$ cat config.mk
export PLATFORM = sky130hd
export DESIGN_NAME = uart_rx_oversampled
export DESIGN_NICKNAME = d
export VERILOG_FILES = /design/src/rtl/uart_rx_oversampled.sv
export SDC_FILE = /design/constraint.sdc
export NUM_CORES = 1
export LEC_CHECK = 0
export ABC_AREA = 1
export CORE_UTILIZATION = 55
export CTS_CLUSTER_DIAMETER = 80
export DETAILED_ROUTE_END_ITERATION = 12
export PLACE_DENSITY_LB_ADDON = 0.1
export SYNTH_ARGS = -nofsm -noshare
export SYNTH_HDL_FRONTEND = slang
export SYNTH_SLANG_ARGS = --single-unit
$ cat constraint.sdc
create_clock -name m_clk -period 2.1 [get_ports m_clk]
set_clock_uncertainty 0.1 [all_clocks]
set_input_delay 0.42 -clock m_clk [delete_from_list [all_inputs] [get_ports m_clk]]
set_output_delay 0.42 -clock m_clk [all_outputs]
set_load 0.05 [all_outputs]
$ cat src/rtl/uart_rx_oversampled.sv
// 8N1 UART receiver with a divisor-driven oversample tick; rx_valid rises ~(8+8*16+16)*(D+1)+3 cycles after the start edge.
// Byte held under valid/ack; no backpressure on the line, so a completed frame with an unacked byte is dropped and flagged as overrun.
module uart_rx_oversampled #(
    parameter int OVERSAMPLE = 16,
    parameter int DATA_BITS  = 8
) (
    input  logic                 m_clk,
    input  logic                 reset,
    input  logic [7:0]           divisor_1,
    input  logic [7:0]           divisor_2,
    input  logic                 rx_serial,
    input  logic                 rx_ack,
    output logic [DATA_BITS-1:0] rx_data,
    output logic                 rx_valid,
    output logic                 rx_busy,
    output logic                 framing_err,
    output logic                 overrun_err
);

    localparam int HALF = OVERSAMPLE / 2;
    localparam int SW   = $clog2(OVERSAMPLE);
    localparam int BW   = $clog2(DATA_BITS + 1);

    typedef enum logic [2:0] {
        IDLE       = 3'd0,
        START      = 3'd1,
        DATA       = 3'd2,
        STOP       = 3'd3,
        BREAK_WAIT = 3'd4
    } state_t;

    state_t               state;
    state_t               state_nxt;
    logic                 rx_meta;
    logic                 rxs;
    logic [15:0]          d_lat;
    logic [15:0]          tick_cnt;
    logic [SW-1:0]        samp_cnt;
    logic [BW-1:0]        bit_idx;
    logic [DATA_BITS-1:0] shreg;

    logic tick;
    logic half_pt;
    logic full_pt;
    logic last_bit;
    logic shift_en;
    logic frame_done;
    logic frame_bad;

    assign tick     = (state != IDLE) && (tick_cnt == d_lat);
    assign half_pt  = tick && (samp_cnt == SW'(HALF - 1));
    assign full_pt  = tick && (samp_cnt == SW'(OVERSAMPLE - 1));
    assign last_bit = (bit_idx == BW'(DATA_BITS - 1));

    always_ff @(posedge m_clk) begin
        if (reset) begin
            rx_meta <= 1'b1;
            rxs     <= 1'b1;
        end else begin
            rx_meta <= rx_serial;
            rxs     <= rx_meta;
        end
    end

    always_ff @(posedge m_clk) begin
        if (reset) begin
            state <= IDLE;
        end else begin
            state <= state_nxt;
        end
    end

    always_comb begin
        state_nxt = state;
        case (state)
            IDLE:       if (!rxs) state_nxt = START;
            START:      if (half_pt) state_nxt = rxs ? IDLE : DATA;
            DATA:       if (full_pt && last_bit) state_nxt = STOP;
            STOP:       if (full_pt) state_nxt = rxs ? IDLE : BREAK_WAIT;
            BREAK_WAIT: if (rxs) state_nxt = IDLE;
            default:    state_nxt = IDLE;
        endcase
    end

    always_comb begin
        shift_en   = 1'b0;
        frame_done = 1'b0;
        frame_bad  = 1'b0;
        case (state)
            DATA: shift_en = full_pt;
            STOP: begin
                frame_done = full_pt && rxs;
                frame_bad  = full_pt && !rxs;
            end
            default: ;
        endcase
    end

    always_ff @(posedge m_clk) begin
        if (reset) begin
            d_lat       <= '0;
            tick_cnt    <= '0;
            samp_cnt    <= '0;
            bit_idx     <= '0;
            shreg       <= '0;
            rx_data     <= '0;
            rx_valid    <= 1'b0;
            rx_busy     <= 1'b0;
            framing_err <= 1'b0;
            overrun_err <= 1'b0;
        end else begin
            if (state == IDLE) begin
                tick_cnt <= '0;
                samp_cnt <= '0;
                bit_idx  <= '0;
                if (!rxs) d_lat <= {divisor_2, divisor_1};
            end else begin
                tick_cnt <= tick ? 16'd0 : tick_cnt + 16'd1;
                // START ends its bit at mid-point so DATA samples land mid-bit
                if (tick) begin
                    if ((state == START) ? half_pt : full_pt) samp_cnt <= '0;
                    else samp_cnt <= samp_cnt + 1'b1;
                end
                if (shift_en) begin
                    shreg   <= {rxs, shreg[DATA_BITS-1:1]};
                    bit_idx <= bit_idx + 1'b1;
                end
            end

            framing_err <= frame_bad;
            overrun_err <= frame_done && rx_valid && !rx_ack;
            if (frame_done && (!rx_valid || rx_ack)) begin
                rx_data  <= shreg;
                rx_valid <= 1'b1;
            end else if (rx_valid && rx_ack) begin
                rx_valid <= 1'b0;
            end
            rx_busy <= (state_nxt != IDLE);
        end
    end

endmodule

==> reports/summary.txt, run 1 <==
clock latency of the later-clocked register in the worst-skew pair - 0.34 ns
count of state elements after synthesis - 65
reg2reg end - rx_data[2]
proportion of total power due to net switching - 23.9%
fill cell count - 417
Crit Path Category - reg -> out
terminating pin of the worst hold path - rxs
gate count of the mapped netlist - 411
Die Height - 74.3 um
DIE WIDTH - 74.3 um
dpl ws - 0.0523 ns
fraction of the yosys area taken by sequential cells - 45.3%
syn_nets - 434
master cell of the clock root buffer - sky130_fd_sc_hd__clkbuf_8
via count - 2,672
Multi-input gate area - 1380 um^2
ordered cell list for the critical path - clkdlybuf4s50_1
count of endpoints failing setup in the final report - 0
cell type of the slowest stage on the worst timing path - sky130_fd_sc_hd__clkdlybuf4s50_1
placed wire-length estimate after detailed placement - 4280 um
post-layout instance count excluding filler cells - 525
number of enable flip-flop cells after synthesis - 0
total leakage power - 1.37 nW
Std-Cell Rows - 25
most used flip-flop cell after synthesis - sky130_fd_sc_hd__dfxtp_1
Reg clk slew, reported paths - 0.06 ns
number of nets in the layout - 476
FFs w/ async S/R, synth - 0%
maximum net fanout on the critical path - 1
startpoint of the tightest hold check path - rx_meta
Max-slew headroom - 64.2%
Setup crit end kind - output port
worst-margin pin slew - 0.534 ns
CTS max path bufs - 2
Hold Path Class - reg -> reg
Max-Cap Viols - 0
power density relative to cell area - 675 nW/um^2
Yosys cell types - 28
Post-Synthesis Cell Area - 2880 um^2
combinational cell fraction of total power - 7.7%
Critical path origin - rx_busy
Net Sw Power - 0.570 mW
Wirelength per Cell - 12.0 um
final routed DRC violation total - 0
gate family responsible for the most delay along the worst path - buffers and inverters
ratio of routed vias to standard cells - 5.09
internal power - 1.82 mW
# IOs - 32
Worst Hold Depth - 1
number of nets with antenna violations after routing - 0
core occupancy in the finished layout - 72.6%
Reg power frac - 53.0%
origin of the critical flop-to-flop path - tick_cnt[10]
H-tree levels - 3
signal arrival time at the worst endpoint - 1.52 ns
sequential cell area - 1310 um^2
Worst Setup Start Kind - flop
post-layout minimum cycle time - 2.04 ns
area delta synth->final - 23.2%
Avg Cell Area, Syn - 7.00 um^2
first-pass GRT wire length - 10,100 um
Placer Congestion - 0.856
1st-pass router iterations - 5
via count of the first global-routing pass - 2,383
result of the run - finished clean
Starting Density - 58.9%
worst supply voltage drop on vdd - 0.000506 V
initial antenna violation count - 0
full die area - 5520 um^2
CTS sink count - 65
final WL - 6280 um
Core Footprint - 4880 um^2
drt initial violations - 189
delay of the slowest cell on the worst path - 0.83 ns
final-report max-slew violation count - 0
total instance count after detailed placement - 505
global route overflow - 0
diodes inserted - 0
GRT Resource Usage Total - 24.6%
fraction of final layout cells with drive strength greater than 1 - 10.5%
clock tree from TritonCTS - built
WP data required - 1.58 ns
fraction of the cycle the final worst path needs - 97.0%
Syn. warnings - 0
clock buffers created by TritonCTS - 9
Worst Setup Slack, final - 0.0637 ns
timing-limited maximum frequency - 491 MHz
largest net degree at the start of global routing - 34
accumulated negative setup slack - 0 ns
worst setup slack for register-to-register paths - 0.14 ns
Clk network pwr share - 39.3%
r2r worst-path depth - 11
CP Buf/Inv Count - 1
final hold violation count - 0
Buffers on Ports - 31
-- flip-flops by register name, summed over array words and instances (netlist names) --
register     cells
rx_meta          1
bit_idx          4
samp_cnt         4
rx_data          8
shreg            8
rxs              1
d_lat           16
framing_err      1
overrun_err      1
rx_busy          1
tick_cnt        16
state            3
rx_valid         1
-- synth_stat cells (all sizes together), types with 4 or more instances --
master	n	area share, %
nor2	47	6.7
nand4	14	3.3
clkbuf	9	1.2
a21oi	44	7.7
nor3b	4	1.0
nand2	113	15
nand3	7	1.7
inv	55	7.2
o21ai	22	3.8
nor3	12	2.3
dfxtp	65	45
-- stage by stage --
step                total power, mW  hold WS (ns)  instance area [um^2]
floorplan                      1.39         0.289                  2880
global placement               1.46         0.294                  3280
detailed placement             1.46         0.303                  3280
CTS                            2.39         0.320                  3450
global route                   2.48         0.354                  3540
finish                         2.39         0.316                  3540
-- power by group through the flow --
stage	sequential, mW	combinational (mW)	clock (mW)
floorplan	1.29	0.0982	0
global placement	1.29	0.164	0
detailed placement	1.29	0.166	0
CTS	1.27	0.167	0.957
global route	1.27	0.208	1.00
finish	1.27	0.184	0.940
-- cells by family after synthesis --
kind of cell	Yosys count	synth area share, %
AO/OA/AOI/OAI	69	12.3
XOR/XNOR	5	1.52
adder cells (fa/ha/maj)	3	1.31
buffers and inverters	67	8.92
AND/OR/NAND/NOR	202	30.7
flip-flops	65	45.3
-- how the worst max path moves through the flow --
stage / end / cells past startpoint / slack, ns
after floorplan: tick_cnt[12] / 12 / 0.31
after global placement: tick_cnt[12] / 12 / 0.06
after detailed placement: tick_cnt[12] / 12 / 0.05
after CTS: tick_cnt[12] / 12 / 0.03
after global routing: rx_busy / 14 / -0.01
final: rx_busy / 1 / 0.06
-- layout by cell type, fill, tap and decap left out, drive strengths merged, types with 3 or more instances in the layout --
cell,netlist,layout
clkbuf,9,13
nor3,12,12
or2,3,3
o21ai,22,22
xor2,3,3
clkdlybuf4s50,0,31
ha,3,3
nor2,47,47
clkinv,0,3
nor3b,4,4
buf,3,12
inv,55,55
nand2,113,113
nand4,14,14
dfxtp,65,65
a21oi,44,44
nand3,7,7
-- final cells by class --
class,count,share of cell area [%]
timing repair buffer,43,11.2
inverter,55,5.83
multi-input combinational,279,38.8
sequential,65,36.9
clock inverter,3,0.424
tap,67,2.37
clock buffer,13,4.48
-- layer usage --
layer / track usage, % / vias up / share of wire (%)
li1: - / 1399 / -
met1: 30.8 / 1193 / 47
met2: 39.3 / 63 / 46
met3: 7.05 / 17 / 4.5
met4: 11.3 / 0 / 2.6
met5: 0 / - / 0
-- repair_timing --
action	CTS	global route
setup buffers	0	4
resized for setup	0	21
hold buffers	0	0
setup endpoints to repair	0	21
Power figures use the tool's default switching activity.
==> run 2, diff against run 1 <==
--- a/config.mk
+++ b/config.mk
@@ -6,10 +6,13 @@
 export NUM_CORES = 1
 export LEC_CHECK = 0
 export ABC_AREA = 1
+export CORE_ASPECT_RATIO = 0.5
 export CORE_UTILIZATION = 55
 export CTS_CLUSTER_DIAMETER = 80
 export DETAILED_ROUTE_END_ITERATION = 12
 export PLACE_DENSITY_LB_ADDON = 0.1
+export REMOVE_ABC_BUFFERS = 1
 export SYNTH_ARGS = -nofsm -noshare
 export SYNTH_HDL_FRONTEND = slang
 export SYNTH_SLANG_ARGS = --single-unit
+export TNS_END_PERCENT = 30
==> reports/summary.txt, run 2 (synthesized netlist as in run 1, its figures left out) <==
clock tree from TritonCTS - built
Std-Cell Rows - 18
via count of the first global-routing pass - 2,234
final WL - 6130 um
Max-slew headroom - 66.2%
via count - 2,652
RSZ-0062 raised after global routing - true
signal arrival time at the worst endpoint - 1.50 ns
most common cell after layout, fill and taps aside - sky130_fd_sc_hd__nand2_1
area delta synth->final - 24.6%
CP Buf/Inv Count - 1
Hold Path Class - reg -> reg
clock latency of the later-clocked register in the worst-skew pair - 0.35 ns
accumulated negative setup slack - 0 ns
total leakage power - 1.35 nW
# IOs - 32
Max-Cap Viols - 0
CTS sink count - 65
CTS max path bufs - 2
count of endpoints failing setup in the final report - 0
result of the run - finished clean
power density relative to cell area - 725 nW/um^2
largest net degree at the start of global routing - 33
Power, Total - 2.60 mW
Core Footprint - 4980 um^2
final hold violation count - 0
drt initial violations - 120
timing-limited maximum frequency - 496 MHz
diodes inserted - 0
leading cell types in the layout, fill and taps excluded - 112 x sky130_fd_sc_hd__nand2_1, 61 x sky130_fd_sc_hd__dfxtp_1, 53 x sky130_fd_sc_hd__inv_1
Worst Setup Start Kind - flop
gate family responsible for the most delay along the worst path - buffers and inverters
number of nets in the layout - 475
Die Height - 53.1 um
fraction of final layout cells with drive strength greater than 1 - 11.0%
Starting Density - 57.8%
H-tree levels - 3
Critical path origin - rx_data[0]
Wirelength per Cell - 11.7 um
post-layout instance count excluding filler cells - 526
Setup crit end kind - output port
startpoint of the tightest hold check path - rx_meta
ratio of routed vias to standard cells - 5.04
GRT Resource Usage Total - 23.1%
origin of the critical flop-to-flop path - tick_cnt[0]
ordered cell list for the critical path - clkdlybuf4s50_1
Buffers on Ports - 31
delay of the slowest cell on the worst path - 0.81 ns
worst supply voltage drop on vdd - 0.000675 V
fraction of the cycle the final worst path needs - 96.0%
initial antenna violation count - 0
placed wire-length estimate after detailed placement - 4270 um
total instance count after detailed placement - 509
cell type of the slowest stage on the worst timing path - sky130_fd_sc_hd__clkdlybuf4s50_1
1st-pass router iterations - 5
Reg clk slew, reported paths - 0.07 ns
final-report max-slew violation count - 0
full die area - 5540 um^2
number of buffers added to fix hold violations after cts - 0
WP data required - 1.58 ns
final routed DRC violation total - 0
largest registers - d_lat x16, tick_cnt x16
first-pass GRT wire length - 9650 um
number of nets with antenna violations after routing - 0
DIE WIDTH - 104 um
worst-margin pin slew - 0.506 ns
master cell of the clock root buffer - sky130_fd_sc_hd__clkbuf_8
worst hold slack - 0.319 ns
Crit Path Category - reg -> out
post-layout minimum cycle time - 2.02 ns
maximum net fanout on the critical path - 2
global route overflow - 0
Placer Congestion - 0.870
clock buffers created by TritonCTS - 9
[run 2: changes by cell type in the layout (fill, tap and decap cells not counted), moves of 2 or more]
cell and change:
sky130_fd_sc_hd__bufinv_16 +2, sky130_fd_sc_hd__nor2_1 -2, sky130_fd_sc_hd__clkinv_2 -2, sky130_fd_sc_hd__nor2_2 +2
[run 2: report_power, final]
part,internal (mW),switching (mW)
Sequential,1.25,0.0116
Clock,0.693,0.455
Combinational,0.0790,0.105
[run 2: area by class of cell]
class	instances	area, um^2
fillers	406	1400
multi-input cells	279	1380
flip-flops and latches	65	1310
repair buffers	42	393
inverters	55	206
clock buffers	12	145
well taps	70	87.6
clock inverters	3	65.1
[run 2: through the flow]
stage               cell area, um^2  utilization (%)  worst slack (ns)
floorplan                      2830                -             0.139
global placement               3290             66.1            0.0618
detailed placement             3290             66.1           -0.0660
CTS                            3510             70.4            0.0310
global route                   3580             72.0           -0.0893
finish                         3580             72.0            0.0840
[run 2: per-layer routing]
layer	up-vias	routed length, um	track usage, %
li1	1394	-	-
met1	1187	2800	25.6
met2	56	2930	40.7
met3	15	275	10.8
met4	0	129	6.90
met5	-	0	0
[run 2: timing repair]
action | CTS | global route
pin swaps | 0 | 6
resized for setup | 1 | 23
buffers inserted | 0 | 2
endpoints found under the setup margin | 1 | 20
[run 2: worst register-to-register path: stages (launching register included)]
cell	delay, ns
sky130_fd_sc_hd__dfxtp_4	0.37
sky130_fd_sc_hd__ha_2	0.17
sky130_fd_sc_hd__nand2_1	0.09
sky130_fd_sc_hd__nor2_2	0.14
sky130_fd_sc_hd__inv_1	0.07
sky130_fd_sc_hd__nor2_2	0.11
sky130_fd_sc_hd__nand2_2	0.09
sky130_fd_sc_hd__nor2_4	0.14
sky130_fd_sc_hd__nand2_1	0.10
sky130_fd_sc_hd__nor3_2	0.24
sky130_fd_sc_hd__nand2_1	0.10
sky130_fd_sc_hd__o21ai_1	0.14
sky130_fd_sc_hd__a21oi_1	0.05
[run 2: final timing paths]
kind                  endpoint  slack [ns]  cells after the start
setup / recovery    rx_data[0]        0.08                      1
hold / removal             rxs        0.32                      1
setup reg to reg  tick_cnt[12]        0.09                     12
hold reg to reg            rxs        0.32                      1
